## config.mk

```make
export PLATFORM = sky130hd
export DESIGN_NAME = fec_codec_pipe
export DESIGN_NICKNAME = d
export VERILOG_FILES = /design/src/rtl/fec_codec_pipe.sv
export SDC_FILE = /design/constraint.sdc
export NUM_CORES = 1
export LEC_CHECK = 0
export ABC_CLOCK_PERIOD_IN_PS = 2400
export BUFFER_PORTS_ARGS = -buffer_cell sky130_fd_sc_hd__buf_2
export CAP_MARGIN = 20
export CELL_PAD_IN_SITES_DETAIL_PLACEMENT = 1
export CELL_PAD_IN_SITES_GLOBAL_PLACEMENT = 2
export CORE_ASPECT_RATIO = 0.6
export CORE_MARGIN = 2
export CORE_UTILIZATION = 36
export CTS_CLUSTER_DIAMETER = 100
export CTS_CLUSTER_SIZE = 14
export DETAILED_ROUTE_END_ITERATION = 8
export PLACE_DENSITY_LB_ADDON = 0.1
export SETUP_SLACK_MARGIN = 0.05
export SYNTH_ARGS = -nofsm -noshare
export SYNTH_HDL_FRONTEND = slang
export SYNTH_SLANG_ARGS = --single-unit
```

## constraint.sdc

```tcl
create_clock -name clk -period 2.4 [get_ports clk]
set_input_delay 0.48 -clock clk [delete_from_list [all_inputs] [get_ports clk]]
set_output_delay 0.48 -clock clk [all_outputs]
set_load 0.005 [all_outputs]
```

## src/rtl/fec_codec_pipe.sv

```systemverilog
// fec_codec_pipe: SECDED Hamming(8,4) loopback pipeline.
// Input FIFO -> encode -> channel (error injection) -> decode/correct -> output FIFO.
// One word is in flight at a time; the FSM walks IDLE/ENC/CHAN/DEC/PUSH.
module fec_codec_pipe #(
   parameter int unsigned MSG_W = 8,
   parameter int unsigned DEPTH = 4,
   parameter int unsigned CNT_W = 8
) (
   input  logic                 clk,
   input  logic                 rst,
   input  logic                 en,
   input  logic                 mode,
   input  logic                 in_req,
   output logic                 in_ack,
   input  logic [MSG_W-1:0]     data_in,
   output logic                 out_req,
   input  logic                 out_ack,
   output logic [MSG_W-1:0]     data_out,
   output logic                 err_corr,
   output logic                 err_uncorr,
   input  logic                 inj_en,
   input  logic [2*MSG_W-1:0]   inj_mask,
   input  logic                 clr_cnt,
   output logic [CNT_W-1:0]     cnt_corr,
   output logic [CNT_W-1:0]     cnt_uncorr,
   output logic                 busy
);

   localparam int unsigned NIB  = MSG_W / 4;
   localparam int unsigned CW_W = 2 * MSG_W;
   localparam int unsigned AW   = $clog2(DEPTH);
   localparam int unsigned NW   = $clog2(NIB + 1);
   localparam int unsigned OW   = MSG_W + 2;

   typedef enum logic [2:0] {IDLE, ENC, CHAN, DEC, PUSH} state_t;

   state_t state_q, state_d;
   logic   start, in_pop, out_push, out_pop, in_push;

   logic [MSG_W-1:0] in_mem [DEPTH];
   logic [OW-1:0]    out_mem [DEPTH];
   logic [AW-1:0]    in_wp_q, in_wp_d, in_rp_q, in_rp_d;
   logic [AW-1:0]    out_wp_q, out_wp_d, out_rp_q, out_rp_d;
   logic [AW:0]      in_cnt_q, in_cnt_d, out_cnt_q, out_cnt_d;
   logic             in_empty, in_full, out_empty, out_full;

   logic [MSG_W-1:0] word_q, word_d;
   logic             mode_q, mode_d;
   logic [CW_W-1:0]  cw_q, cw_d, enc_cw;
   logic [MSG_W-1:0] res_data_q, res_data_d, dc_data;
   logic [NW-1:0]    res_ncorr_q, res_ncorr_d, res_nunc_q, res_nunc_d;
   logic [NW-1:0]    dc_ncorr, dc_nunc;
   logic [CNT_W-1:0] cnt_corr_q, cnt_corr_d, cnt_unc_q, cnt_unc_d;
   logic [OW-1:0]    head;

   function automatic logic [7:0] enc_nib(input logic [3:0] d);
      logic [7:0] c;
      c    = '0;
      c[3] = d[0];
      c[5] = d[1];
      c[6] = d[2];
      c[7] = d[3];
      c[1] = d[0] ^ d[1] ^ d[3];
      c[2] = d[0] ^ d[2] ^ d[3];
      c[4] = d[1] ^ d[2] ^ d[3];
      c[0] = ^c[7:1];
      return c;
   endfunction

   function automatic logic [CNT_W-1:0] sat_add(input logic [CNT_W-1:0] a, input logic [NW-1:0] b);
      logic [CNT_W+NW-1:0] s;
      s = (CNT_W+NW)'(a) + (CNT_W+NW)'(b);
      return (s[CNT_W+NW-1:CNT_W] != '0) ? '1 : s[CNT_W-1:0];
   endfunction

   // Handshake and buffer status flags
   always_comb begin
      in_empty  = (in_cnt_q == '0);
      in_full   = (in_cnt_q == (AW+1)'(DEPTH));
      out_empty = (out_cnt_q == '0);
      out_full  = (out_cnt_q == (AW+1)'(DEPTH));
      in_ack    = en & ~in_full & ~rst;
      in_push   = in_req & in_ack;
      out_req   = ~out_empty;
      out_pop   = out_req & out_ack;
      head      = out_mem[out_rp_q];
      data_out  = out_req ? head[MSG_W-1:0] : '0;
      err_corr  = out_req & head[MSG_W];
      err_uncorr = out_req & head[MSG_W+1];
      cnt_corr  = cnt_corr_q;
      cnt_uncorr = cnt_unc_q;
   end

   // FSM state register
   always_ff @(posedge clk) begin
      if (rst) state_q <= IDLE;
      else     state_q <= state_d;
   end

   // FSM next-state logic
   always_comb begin
      state_d = state_q;
      unique case (state_q)
         IDLE:    if (start) state_d = ENC;
         ENC:     state_d = CHAN;
         CHAN:    state_d = DEC;
         DEC:     state_d = PUSH;
         PUSH:    state_d = IDLE;
         default: state_d = IDLE;
      endcase
   end

   // FSM outputs
   always_comb begin
      busy     = (state_q != IDLE);
      start    = (state_q == IDLE) & en & ~in_empty & ~out_full;
      in_pop   = start;
      out_push = (state_q == PUSH);
   end

   // Buffer pointer and occupancy next-state
   always_comb begin
      in_wp_d   = in_push  ? in_wp_q  + AW'(1) : in_wp_q;
      in_rp_d   = in_pop   ? in_rp_q  + AW'(1) : in_rp_q;
      out_wp_d  = out_push ? out_wp_q + AW'(1) : out_wp_q;
      out_rp_d  = out_pop  ? out_rp_q + AW'(1) : out_rp_q;
      in_cnt_d  = in_cnt_q;
      out_cnt_d = out_cnt_q;
      unique case ({in_push, in_pop})
         2'b10:   in_cnt_d = in_cnt_q + (AW+1)'(1);
         2'b01:   in_cnt_d = in_cnt_q - (AW+1)'(1);
         default: ;
      endcase
      unique case ({out_push, out_pop})
         2'b10:   out_cnt_d = out_cnt_q + (AW+1)'(1);
         2'b01:   out_cnt_d = out_cnt_q - (AW+1)'(1);
         default: ;
      endcase
   end

   // Buffer storage writes (contents need no reset; reads are gated by occupancy)
   always_ff @(posedge clk) begin
      if (in_push)  in_mem[in_wp_q]   <= data_in;
      if (out_push) out_mem[out_wp_q] <= {res_nunc_q != '0, res_ncorr_q != '0, res_data_q};
   end

   // Full-word encoder
   always_comb begin
      enc_cw = '0;
      for (int unsigned k = 0; k < NIB; k++) enc_cw[8*k +: 8] = enc_nib(word_q[4*k +: 4]);
   end

   // Per-nibble syndrome decode and single-error correction
   always_comb begin
      logic [7:0] c;
      logic [2:0] s;
      dc_data  = '0;
      dc_ncorr = '0;
      dc_nunc  = '0;
      for (int unsigned k = 0; k < NIB; k++) begin
         c = cw_q[8*k +: 8];
         s = {c[4]^c[5]^c[6]^c[7], c[2]^c[3]^c[6]^c[7], c[1]^c[3]^c[5]^c[7]};
         if (^c) begin
            c[s]     = ~c[s];
            dc_ncorr = dc_ncorr + NW'(1);
         end else if (s != 3'd0) begin
            dc_nunc  = dc_nunc + NW'(1);
         end
         dc_data[4*k +: 4] = {c[7], c[6], c[5], c[3]};
      end
   end

   // Per-stage datapath loads; bypass carries the raw word in the low codeword bits
   always_comb begin
      word_d      = word_q;
      mode_d      = mode_q;
      cw_d        = cw_q;
      res_data_d  = res_data_q;
      res_ncorr_d = res_ncorr_q;
      res_nunc_d  = res_nunc_q;
      unique case (state_q)
         IDLE: if (start) begin
            word_d = in_mem[in_rp_q];
            mode_d = mode;
         end
         ENC:  cw_d = mode_q ? enc_cw : CW_W'(word_q);
         CHAN: if (mode_q && inj_en) cw_d = cw_q ^ inj_mask;
         DEC: begin
            if (mode_q) begin
               res_data_d  = dc_data;
               res_ncorr_d = dc_ncorr;
               res_nunc_d  = dc_nunc;
            end else begin
               res_data_d  = cw_q[MSG_W-1:0];
               res_ncorr_d = '0;
               res_nunc_d  = '0;
            end
         end
         default: ;
      endcase
   end

   // Saturating error counters; clear wins over a same-cycle increment
   always_comb begin
      cnt_corr_d = cnt_corr_q;
      cnt_unc_d  = cnt_unc_q;
      if (clr_cnt) begin
         cnt_corr_d = '0;
         cnt_unc_d  = '0;
      end else if (out_push) begin
         cnt_corr_d = sat_add(cnt_corr_q, res_ncorr_q);
         cnt_unc_d  = sat_add(cnt_unc_q, res_nunc_q);
      end
   end

   // Register update for pointers, datapath and counters
   always_ff @(posedge clk) begin
      if (rst) begin
         in_wp_q     <= '0;
         in_rp_q     <= '0;
         out_wp_q    <= '0;
         out_rp_q    <= '0;
         in_cnt_q    <= '0;
         out_cnt_q   <= '0;
         word_q      <= '0;
         mode_q      <= 1'b0;
         cw_q        <= '0;
         res_data_q  <= '0;
         res_ncorr_q <= '0;
         res_nunc_q  <= '0;
         cnt_corr_q  <= '0;
         cnt_unc_q   <= '0;
      end else begin
         in_wp_q     <= in_wp_d;
         in_rp_q     <= in_rp_d;
         out_wp_q    <= out_wp_d;
         out_rp_q    <= out_rp_d;
         in_cnt_q    <= in_cnt_d;
         out_cnt_q   <= out_cnt_d;
         word_q      <= word_d;
         mode_q      <= mode_d;
         cw_q        <= cw_d;
         res_data_q  <= res_data_d;
         res_ncorr_q <= res_ncorr_d;
         res_nunc_q  <= res_nunc_d;
         cnt_corr_q  <= cnt_corr_d;
         cnt_unc_q   <= cnt_unc_d;
      end
   end

endmodule

```

==> impl_metrics.env, run 1 <==
export IMPL_hold_start="data_in[7]"
export IMPL_fin_area_um2=8820
export IMPL_worstPathMaxFanout=10
export IMPL_dieArea_um2=22100
export IMPL_grt_max_degree=37
export IMPL_tightest_slew_ns=0.728
export IMPL_yosys_warnings=0
export IMPL_syn_cell_area_um2=7520
export IMPL_syn_to_final_growth_pct=17.2
export IMPL_core_um2=20300
export IMPL_synthFlopType="edfxtp_1"
export IMPL_ir_drop_v=0.000534
export IMPL_tritoncts="built"
export IMPL_cts_sinks=144
export IMPL_fillers=2247
export IMPL_max_cap_violations=0
export IMPL_synthTopCellsByCount="dfxtp_1 (72), edfxtp_1 (72), nor2_1 (65)"
export IMPL_power_density_nw_per_um2=995
export IMPL_track_usage=0.192
export IMPL_skew_ns=0.00836
export IMPL_fmax_mhz=445
export IMPL_drc=0
export IMPL_place_area_um2=8240
export IMPL_hold_viol=0
export IMPL_maxSlewViolCount=0
export IMPL_pin_count=61
export IMPL_cts_root_buffer="clkbuf_16"
export IMPL_place_ws_ns=0.0733
export IMPL_drtPass1Iterations=4
export IMPL_critPathRequiredTime_ns=1.92
export IMPL_async_flop_share=0
export IMPL_antenna_found_initial=0
export IMPL_cts_setup_buffers=0
export IMPL_final_nets=840
export IMPL_dp_hpwl_mm=14.7
export IMPL_vias=5636
export IMPL_synth_largest_area_cell="edfxtp_1"
export IMPL_grt_first_pass_wirelength_mm=32.1
export IMPL_utilization=0.435
export IMPL_fp_row_count=40
export IMPL_fin_hold_ws_ns=0.261
export IMPL_grt_pass1_vias=5788
export IMPL_r2r_start="state_q[0]"
export IMPL_ys_types=65
export IMPL_portBuffers=60
export IMPL_final_layout_size_suffix_gt1_frac=0.223
export IMPL_crit_type="reg -> out"
export IMPL_die_w_um=191
export IMPL_via_per_inst=5.25
export IMPL_post_cts_resized=0
export IMPL_avgSynthCellArea_um2=10.4
export IMPL_wl_per_cell_um=18.5
export IMPL_antenna_left=0
export IMPL_rsz0062_at_grt="true"
export IMPL_synth_top_area_frac=0.287
export IMPL_synth_seq_area_share=0.479
export IMPL_insertion_delay_ns=0.43
export IMPL_synth_nets=778
export IMPL_overflow=0
export IMPL_endpoint_kind="output port"
export IMPL_p_leak_nw=3.27
export IMPL_ys_top_cells_by_area="edfxtp_1 (29%), dfxtp_1 (19%), mux4_2 (5.4%)"
export IMPL_ctsHoldBuffers=0
export IMPL_fin_ws_ns=0.151
export IMPL_hold_class="in -> reg"
export IMPL_synth_edf_count=72
export IMPL_finalSetupViolations=0
export IMPL_postRouteWirelength_mm=19.9
export IMPL_htree_levels=4
export IMPL_fin_crit_ns=2.25
export IMPL_cts_max_path_buffers=2
export IMPL_initial_utilization=0.371
export IMPL_ys_seq_elements=144
export IMPL_clk_pin_slew_ns=0.07
export IMPL_numCtsBuffers=17
export IMPL_max_slew_margin=0.514
export IMPL_drt_iter0_markers=335
export IMPL_fin_crit_sh=0.937
export IMPL_die_h_um=116
export IMPL_status="complete, no violations"
export IMPL_n_antenna_cell=0
export IMPL_start_kind="register"
export IMPL_synth_cells=726
export IMPL_crit_arrival_ns=1.77
export IMPL_place_congestion=0.794
[routing by layer]
metal,up-vias,global-route usage,wire length (µm)
li1,2755,-,-
met1,2782,0.287,10700
met2,80,0.278,8270
met3,19,0.0421,683
met4,0,0.0522,214
met5,-,0,0
[critical path, cell delays in order, from the launching register on]
cell and delay, ns:
dfxtp_1 0.66, mux4_2 0.39, and2_1 0.17, buf_2 0.12
[path summary, 6_finish.rpt]
kind / endpoint / slack [ns] / depth (start not counted)
setup / recovery: data_out[5] / 0.15 / 3
hold / removal: in_mem[3][7] / 0.26 / 1
setup reg to reg: in_cnt_q[2] / 0.18 / 8
hold reg to reg: res_ncorr_q[0] / 0.49 / 2
[stage by stage]
step	TNS, ns	total power, mW	instances
2_1_floorplan	-0.0606	5.26	726
3_3_place_gp	0	6.13	1042
3_5_place_dp	0	6.22	1042
4_1_cts	0	8.84	1074
5_1_grt	0	9.31	1074
6_report	0	8.77	1074
[state kept, by name, indices dropped and copies added (netlist names), named ones only]
name,count
res_ncorr_q,2
in_cnt_q,3
in_mem,32
out_rp_q,2
cw_q,16
mode_q,1
in_wp_q,2
out_cnt_q,3
out_mem,40
state_q,3
cnt_uncorr,8
res_data_q,8
res_nunc_q,2
out_wp_q,2
word_q,8
cnt_corr,8
in_rp_q,2
[final cells by class]
class                      count  area, µm²  area share
clock buffer                  17        425      0.0482
clock inverter                15        148      0.0167
timing repair buffer          98        602      0.0682
sequential                   144       3610       0.409
inverter                      32        120      0.0136
tap                          273        342      0.0387
multi-input combinational    495       3580       0.406
[kinds of logic after synthesis]
family                   Yosys count  synth area share
multiplexers                      33            0.0738
buffers and inverters             87            0.0489
XOR/XNOR                          60            0.0758
adder cells (fa/ha/maj)           20            0.0373
AND/OR/NAND/NOR                  221             0.146
AO/OA/AOI/OAI                    161             0.139
flip-flops                       144             0.479
[cells in the final DEF, fill, tap and decap left out, types with 6 or more instances in the layout]
master / Yosys / final
edfxtp_1: 72 / 72
dfxtp_1: 72 / 70
nor2_1: 65 / 65
buf_2: 21 / 60
nand2_1: 47 / 47
a21oi_1: 47 / 46
buf_4: 2 / 36
o21ai_0: 31 / 31
xor2_1: 30 / 30
inv_1: 28 / 28
xnor2_1: 24 / 24
nand3_1: 23 / 23
nor3_1: 19 / 19
mux4_2: 18 / 18
clkbuf_16: 0 / 17
mux2i_1: 15 / 15
and2_1: 15 / 15
ha_1: 16 / 15
and3_1: 12 / 12
a221oi_1: 8 / 8
a31oi_1: 8 / 8
or3_1: 8 / 7
a31o_2: 7 / 7
o31ai_1: 6 / 6
o21a_1: 6 / 6
a311oi_1: 6 / 6
a22oi_1: 6 / 6
[report_power, final]
part	switching [mW]	total, mW	internal (mW)
Clock	1.13	2.59	1.45
Combinational	1.82	3.16	1.33
Sequential	0.296	3.03	2.73
(Power assumes the default switching activity.)
==> inputs of run 2 (changes only) <==
--- a/config.mk
+++ b/config.mk
@@ -16,7 +16,7 @@
 export CTS_CLUSTER_DIAMETER = 100
 export CTS_CLUSTER_SIZE = 14
 export DETAILED_ROUTE_END_ITERATION = 8
-export PLACE_DENSITY_LB_ADDON = 0.1
+export PLACE_DENSITY = 0.75
 export SETUP_SLACK_MARGIN = 0.05
 export SYNTH_ARGS = -nofsm -noshare
 export SYNTH_HDL_FRONTEND = slang
==> run 2 against run 1 <==
Compared with the run above: worst hold slack improved by 0.0046 ns; flip-flop and latch count did not move; global-route usage down 0.28 points; routed wire length decreased by 1.0%; register-to-register slack got worse by 0.09 ns; clock power fell by 6%; clock skew rose by 0.0064 ns; first-iteration DRC count shrank 13%; total power shrank 2.0%; critical endpoint is now in_cnt_q[2]; largest cell class unchanged.
==> impl_metrics.env, run 2 (synthesized netlist as in run 1, its figures left out) <==
export IMPL_core_um2=20300
export IMPL_hold_viol=0
export IMPL_final_layout_size_suffix_gt1_frac=0.220
export IMPL_track_usage=0.189
export IMPL_slowest_delay_ns=0.41
export IMPL_holdPathEnd="in_mem[2][5]"
export IMPL_p_leak_nw=3.23
export IMPL_cts_root_buffer="clkbuf_16"
export IMPL_dieArea_um2=22100
export IMPL_grt_pass1_vias=5891
export IMPL_p_int_mw=5.38
export IMPL_final_nets=836
export IMPL_r2r_slack_ns=0.09
export IMPL_crit_slowest_cell="or3_4"
export IMPL_place_area_um2=8180
export IMPL_drc=0
export IMPL_largest_reg_flops=40
export IMPL_maxSlewViolCount=0
export IMPL_rsz0062_at_grt="true"
export IMPL_worstPathMaxFanout=2
export IMPL_via_per_inst=5.29
export IMPL_antenna_left=0
export IMPL_endpoint_kind="register"
export IMPL_skew_ns=0.0148
export IMPL_cts_max_path_buffers=2
export IMPL_fin_crit_sh=0.961
export IMPL_die_w_um=191
export IMPL_power_density_nw_per_um2=983
export IMPL_switching_share=0.374
export IMPL_sequentialPowerShare=0.351
export IMPL_grt_max_degree=58
export IMPL_utilization=0.431
export IMPL_power_mw=8.59
export IMPL_rr_endpoint="in_cnt_q[2]"
export IMPL_final_cell_mix="edfxtp_1 (72), dfxtp_1 (70), nor2_1 (65)"
export IMPL_instances_no_fill=1070
export IMPL_grt_first_pass_wirelength_mm=32.1
export IMPL_placedCellCount=1036
export IMPL_wl_per_cell_um=18.4
export IMPL_cts_sinks=144
export IMPL_regMostFlops="out_mem"
export IMPL_r2r_cells=8
export IMPL_pin_count=61
export IMPL_tritoncts="built"
export IMPL_dp_hpwl_mm=14.6
export IMPL_start_kind="register"
export IMPL_fmax_mhz=433
export IMPL_htree_levels=4
export IMPL_fp_row_count=40
export IMPL_cp_cell_sequence="or3_4 > nor4_4 > ha_4 > inv_1 > fa_2 > xor2_1 > or3_1 > a21oi_1"
export IMPL_fin_area_um2=8750
export IMPL_status="complete, no violations"
export IMPL_drtPass1Iterations=5
export IMPL_postRouteWirelength_mm=19.7
export IMPL_antenna_found_initial=0
export IMPL_r2r_start="state_q[2]"
export IMPL_reg_top3="out_mem (40), in_mem (32), cw_q (16)"
export IMPL_worstHoldPathCells=1
export IMPL_clkPwrFrac=0.283
export IMPL_critPathRequiredTime_ns=2.76
export IMPL_vias=5658
export IMPL_ir_drop_v=0.000506
export IMPL_max_slew_margin=0.539
export IMPL_die_h_um=116
export IMPL_insertion_delay_ns=0.43
export IMPL_tightest_slew_ns=0.690
export IMPL_setup_tns_ns=0
export IMPL_n_antenna_cell=0
export IMPL_portBuffers=60
export IMPL_final_common_cell="edfxtp_1"
export IMPL_place_congestion=0.818
export IMPL_overflow=0
export IMPL_combPwrFrac=0.366
export IMPL_ctsHoldBuffers=0
export IMPL_fin_crit_ns=2.31
export IMPL_crit_type="reg -> reg"
export IMPL_syn_to_final_growth_pct=16.2
export IMPL_numCtsBuffers=17
export IMPL_p_sw_mw=3.21
export IMPL_hold_class="in -> reg"
export IMPL_max_cap_violations=0
export IMPL_finalSetupViolations=0
export IMPL_crit_arrival_ns=2.67
export IMPL_clk_pin_slew_ns=0.07
export IMPL_drt_iter0_markers=291
export IMPL_initial_utilization=0.371
export IMPL_hold_start="data_in[5]"
## run 2: cell types whose count changed in the layout (fill, tap and decap cells not counted), moves of 2 or more
cell	previous run	this run
buf_4	36	33
clkinv_2	1	3
clkinv_4	4	2
clkinvlp_4	1	3
inv_8	2	0
## run 2: critical path: cells and delay by family, from the launching register on
kind / cells / cell delay (ns)
xor gates and xnor gates: 1 / 0.16
buffers and inverters: 1 / 0.05
adders and majority gates: 2 / 0.52
AOI/OAI and AO/OA: 1 / 0.12
DFF: 1 / 0.31
and+or+nand+nor: 3 / 1.07
## run 2: what timing repair did
item / CTS / global route
pin swaps: 0 / 3
setup buffers: 0 / 2
setup endpoints to repair: 3 / 14
resized for setup: 1 / 4
## run 2: area by class of cell
cell class / instances / area (µm²)
fill: 2264 / 11500
clock inverter: 14 / 105
sequential: 144 / 3610
inverter: 32 / 120
tap: 273 / 342
clock buffer: 18 / 429
multi-input combinational: 495 / 3580
timing repair buffer: 94 / 568
## run 2: per-stage QoR
stage	setup slack (ns)	hold WS, ns
after global routing	0.0166	0.251
final	0.0925	0.266
after floorplan	-0.0606	0.443
after CTS	0.0602	0.243
after detailed placement	0.0905	0.494
after global placement	0.176	0.477
## run 2: metal layers
layer | share of wire | wire length (µm) | global-route usage | vias up
met5 | 0 | 0 | 0 | -
met2 | 0.45 | 8820 | 0.289 | 74
met1 | 0.51 | 9970 | 0.271 | 2828
met4 | 0.0075 | 148 | 0.0532 | 0
li1 | - | - | - | 2745
met3 | 0.038 | 755 | 0.0403 | 11
## run 2: worst max-delay path by stage
stage                from          end  slack [ns]  depth (start not counted)
2_1_floorplan  state_q[0]  in_cnt_q[2]       -0.06                         10
4_1_cts          register  data_out[1]        0.06                          3
5_1_grt        state_q[2]  in_cnt_q[2]        0.02                          8
3_5_place_dp           en  in_cnt_q[2]        0.09                         11
6_report       state_q[2]  in_cnt_q[2]        0.09                          8
3_3_place_gp           en  in_cnt_q[2]        0.18                         11
## run 2: power by group through the flow
stage	sequential [mW]	clock [mW]	combinational, mW
floorplan	2.88	0	2.38
global placement	3.06	0	2.96
detailed placement	3.08	0	3.11
CTS	3.03	2.49	3.13
global route	3.06	2.59	3.48
finish	3.02	2.43	3.15
==> inputs of run 3 (changes only) <==
--- a/config.mk
+++ b/config.mk
@@ -5,18 +5,19 @@
 export SDC_FILE = /design/constraint.sdc
 export NUM_CORES = 1
 export LEC_CHECK = 0
-export ABC_CLOCK_PERIOD_IN_PS = 2400
+export ABC_CLOCK_PERIOD_IN_PS = 2440
 export BUFFER_PORTS_ARGS = -buffer_cell sky130_fd_sc_hd__buf_2
 export CAP_MARGIN = 20
 export CELL_PAD_IN_SITES_DETAIL_PLACEMENT = 1
 export CELL_PAD_IN_SITES_GLOBAL_PLACEMENT = 2
 export CORE_ASPECT_RATIO = 0.6
 export CORE_MARGIN = 2
-export CORE_UTILIZATION = 36
+export CORE_UTILIZATION = 39
 export CTS_CLUSTER_DIAMETER = 100
 export CTS_CLUSTER_SIZE = 14
 export DETAILED_ROUTE_END_ITERATION = 8
-export PLACE_DENSITY = 0.75
+export GPL_TIMING_DRIVEN = 0
+export PLACE_DENSITY = 0.77
 export SETUP_SLACK_MARGIN = 0.05
 export SYNTH_ARGS = -nofsm -noshare
 export SYNTH_HDL_FRONTEND = slang
==> constraint.sdc (replaced) <==
create_clock -name clk -period 2.44 [get_ports clk]
set_input_delay 0.488 -clock clk [delete_from_list [all_inputs] [get_ports clk]]
set_output_delay 0.488 -clock clk [all_outputs]
set_load 0.005 [all_outputs]
==> run 3 against run 2 <==
Compared with the run above: via count rose by 5.1%; cell area rose by 2.3%; clock-buffer cell count rose by 1; worst hold slack better by 0.0076 ns; clock power increased by 18%; critical path type unchanged; critical endpoint unchanged; largest cell class is now multi-input combinational cells.
==> impl_metrics.env, run 3 (synthesized netlist as in run 1, its figures left out) <==
export IMPL_status="complete, no violations"
export IMPL_reg_top3="out_mem (40), in_mem (32), cw_q (16)"
export IMPL_fillers=2088
export IMPL_start_kind="register"
export IMPL_fin_crit_ns=2.43
export IMPL_ctsHoldBuffers=0
export IMPL_clkPwrFrac=0.317
export IMPL_cts_sinks=144
export IMPL_core_um2=19000
export IMPL_pin_count=61
export IMPL_fin_crit_sh=0.996
export IMPL_power_mw=9.00
export IMPL_cp_cell_sequence="buf_6 > or3_4 > nor4_4 > buf_6 > ha_4 > inv_1 > fa_2 > xor2_1 > or3_1 > a21oi_2"
export IMPL_worstHoldPathCells=1
export IMPL_crit_arrival_ns=2.78
export IMPL_sequentialPowerShare=0.315
export IMPL_cp_buffers_inverters=3
export IMPL_skew_ns=0.0105
export IMPL_die_w_um=183
export IMPL_critPathRequiredTime_ns=2.79
export IMPL_drc=0
export IMPL_crit_top_cell="buf_6"
export IMPL_die_h_um=112
export IMPL_tritoncts="built"
export IMPL_p_sw_mw=3.25
export IMPL_hold_start="data_in[3]"
export IMPL_portBuffers=60
export IMPL_r2r_start="state_q[0]"
export IMPL_r2r_slack_ns=0.01
export IMPL_grt_max_degree=17
export IMPL_grt_first_pass_wirelength_mm=33.9
export IMPL_fin_hold_ws_ns=0.273
export IMPL_maxSlewViolCount=0
export IMPL_instances_no_fill=1070
export IMPL_worstPathMaxFanout=7
export IMPL_holdPathEnd="in_mem[2][3]"
export IMPL_cts_max_path_buffers=2
export IMPL_drt_iter0_markers=306
export IMPL_antenna_left=0
export IMPL_fmax_mhz=412
export IMPL_rsz0062_at_grt="true"
export IMPL_via_per_inst=5.56
export IMPL_crit_type="reg -> reg"
export IMPL_endpoint_kind="register"
export IMPL_r2r_cells=10
export IMPL_p_int_mw=5.75
export IMPL_numCtsBuffers=17
export IMPL_placedCellCount=1032
export IMPL_combPwrFrac=0.367
export IMPL_grt_pass1_vias=6103
export IMPL_crit_family="simple AND/OR/NAND/NOR gates"
export IMPL_overflow=0
export IMPL_slowest_delay_ns=0.39
export IMPL_place_congestion=0.867
export IMPL_vias=5945
export IMPL_final_nets=863
export IMPL_final_common_cell="buf_2"
export IMPL_fp_row_count=39
export IMPL_final_cell_mix="buf_2 (77), edfxtp_1 (72), dfxtp_1 (70)"
export IMPL_crit_slowest_cell="or3_4"
export IMPL_wl_per_cell_um=19.9
export IMPL_dieArea_um2=20500
export IMPL_postRouteWirelength_mm=21.2
export IMPL_tightest_slew_ns=0.817
export IMPL_power_density_nw_per_um2=1010
export IMPL_regMostFlops="out_mem"
export IMPL_initial_utilization=0.396
export IMPL_final_layout_size_suffix_gt1_frac=0.220
export IMPL_clk_pin_slew_ns=0.06
export IMPL_hold_class="in -> reg"
export IMPL_track_usage=0.218
export IMPL_htree_levels=4
export IMPL_switching_share=0.361
export IMPL_max_slew_margin=0.455
export IMPL_rr_endpoint="in_cnt_q[2]"
export IMPL_p_leak_nw=3.32
export IMPL_ir_drop_v=0.000482
export IMPL_syn_to_final_growth_pct=18.9
export IMPL_largest_reg_flops=40
export IMPL_insertion_delay_ns=0.43
export IMPL_hold_viol=0
export IMPL_max_cap_violations=0
export IMPL_finalSetupViolations=0
export IMPL_n_antenna_cell=0
export IMPL_antenna_found_initial=0
export IMPL_drtPass1Iterations=5
export IMPL_dp_hpwl_mm=15.7
export IMPL_cts_root_buffer="clkbuf_16"
[run 3: cell types whose count changed in the layout (fill, tap and decap cells not counted), moves of 2 or more]
| cell | before | now |
|---|---|---|
| buf_4 | 33 | 10 |
| xor2_2 | 2 | 4 |
| inv_6 | 5 | 2 |
| bufinv_16 | 0 | 5 |
| clkbuf_1 | 1 | 24 |
| clkbuf_2 | 0 | 2 |
| buf_2 | 60 | 77 |
| buf_1 | 0 | 6 |
| a21oi_1 | 46 | 44 |
| buf_6 | 0 | 2 |
| clkinvlp_4 | 3 | 0 |
| a21oi_2 | 2 | 4 |
| xor2_1 | 30 | 28 |
[run 3: worst register-to-register path, delay by kind of cell (launching register included)]
family          cells  cell delay, ns
xor+xnor            1            0.15
buf+inv             3            0.33
flops               1            0.31
compound gates      1            0.12
simple gates        3            0.98
fa+ha+maj           2            0.46
[run 3: per-layer routing]
| metal | global-route usage | wire, µm |
|---|---|---|
| met1 | 0.322 | 10800 |
| met2 | 0.324 | 9270 |
| met3 | 0.0419 | 945 |
| met4 | 0.0656 | 274 |
| met5 | 0 | 0 |
[run 3: timing repair]
| action | CTS | global route |
|---|---|---|
| buffers inserted | 2 | 5 |
| pin swaps | 2 | 1 |
| endpoints found under the setup margin | 13 | 12 |
| resized for setup | 10 | 18 |
[run 3: power by group through the flow]
stage	Clock, mW	Sequential (mW)	Combinational, mW
2_1_floorplan	0	2.83	2.34
3_3_place_gp	0	2.88	3.03
3_5_place_dp	0	2.89	3.18
4_1_cts	2.94	2.84	3.24
5_1_grt	3.03	2.86	3.62
6_report	2.86	2.84	3.31
[run 3: metrics by stage]
stage / setup slack (ns) / setup TNS, ns / utilization / cell area, µm²
after global routing: -0.0998 / -0.0998 / 0.471 / 8940
after CTS: -0.0546 / -0.0546 / 0.466 / 8840
after detailed placement: -0.213 / -0.485 / 0.430 / 8160
after floorplan: -0.0206 / -0.0206 / - / 7550
final: 0.0102 / 0 / 0.471 / 8940
after global placement: -0.184 / -0.303 / 0.430 / 8160
[run 3: how the worst max path moves through the flow]
stage | startpoint | to | slack, ns | depth (start not counted)
global placement | state_q[0] | in_cnt_q[2] | -0.18 | 10
global route | state_q[0] | in_cnt_q[2] | -0.1 | 10
floorplan | state_q[0] | in_cnt_q[2] | -0.02 | 10
detailed placement | state_q[0] | in_cnt_q[2] | -0.21 | 10
finish | state_q[0] | in_cnt_q[2] | 0.01 | 10
CTS | state_q[0] | in_cnt_q[2] | -0.05 | 10
[run 3: layout make-up]
class | count | area (µm²) | area share
multi-input cells | 495 | 3630 | 0.406
flip-flops and latches | 144 | 3610 | 0.403
clock buffers | 19 | 433 | 0.0484
repair buffers | 67 | 353 | 0.0394
well taps | 246 | 308 | 0.0344
plain buffers | 54 | 280 | 0.0313
clock inverters | 13 | 210 | 0.0235
inverters | 32 | 125 | 0.0140
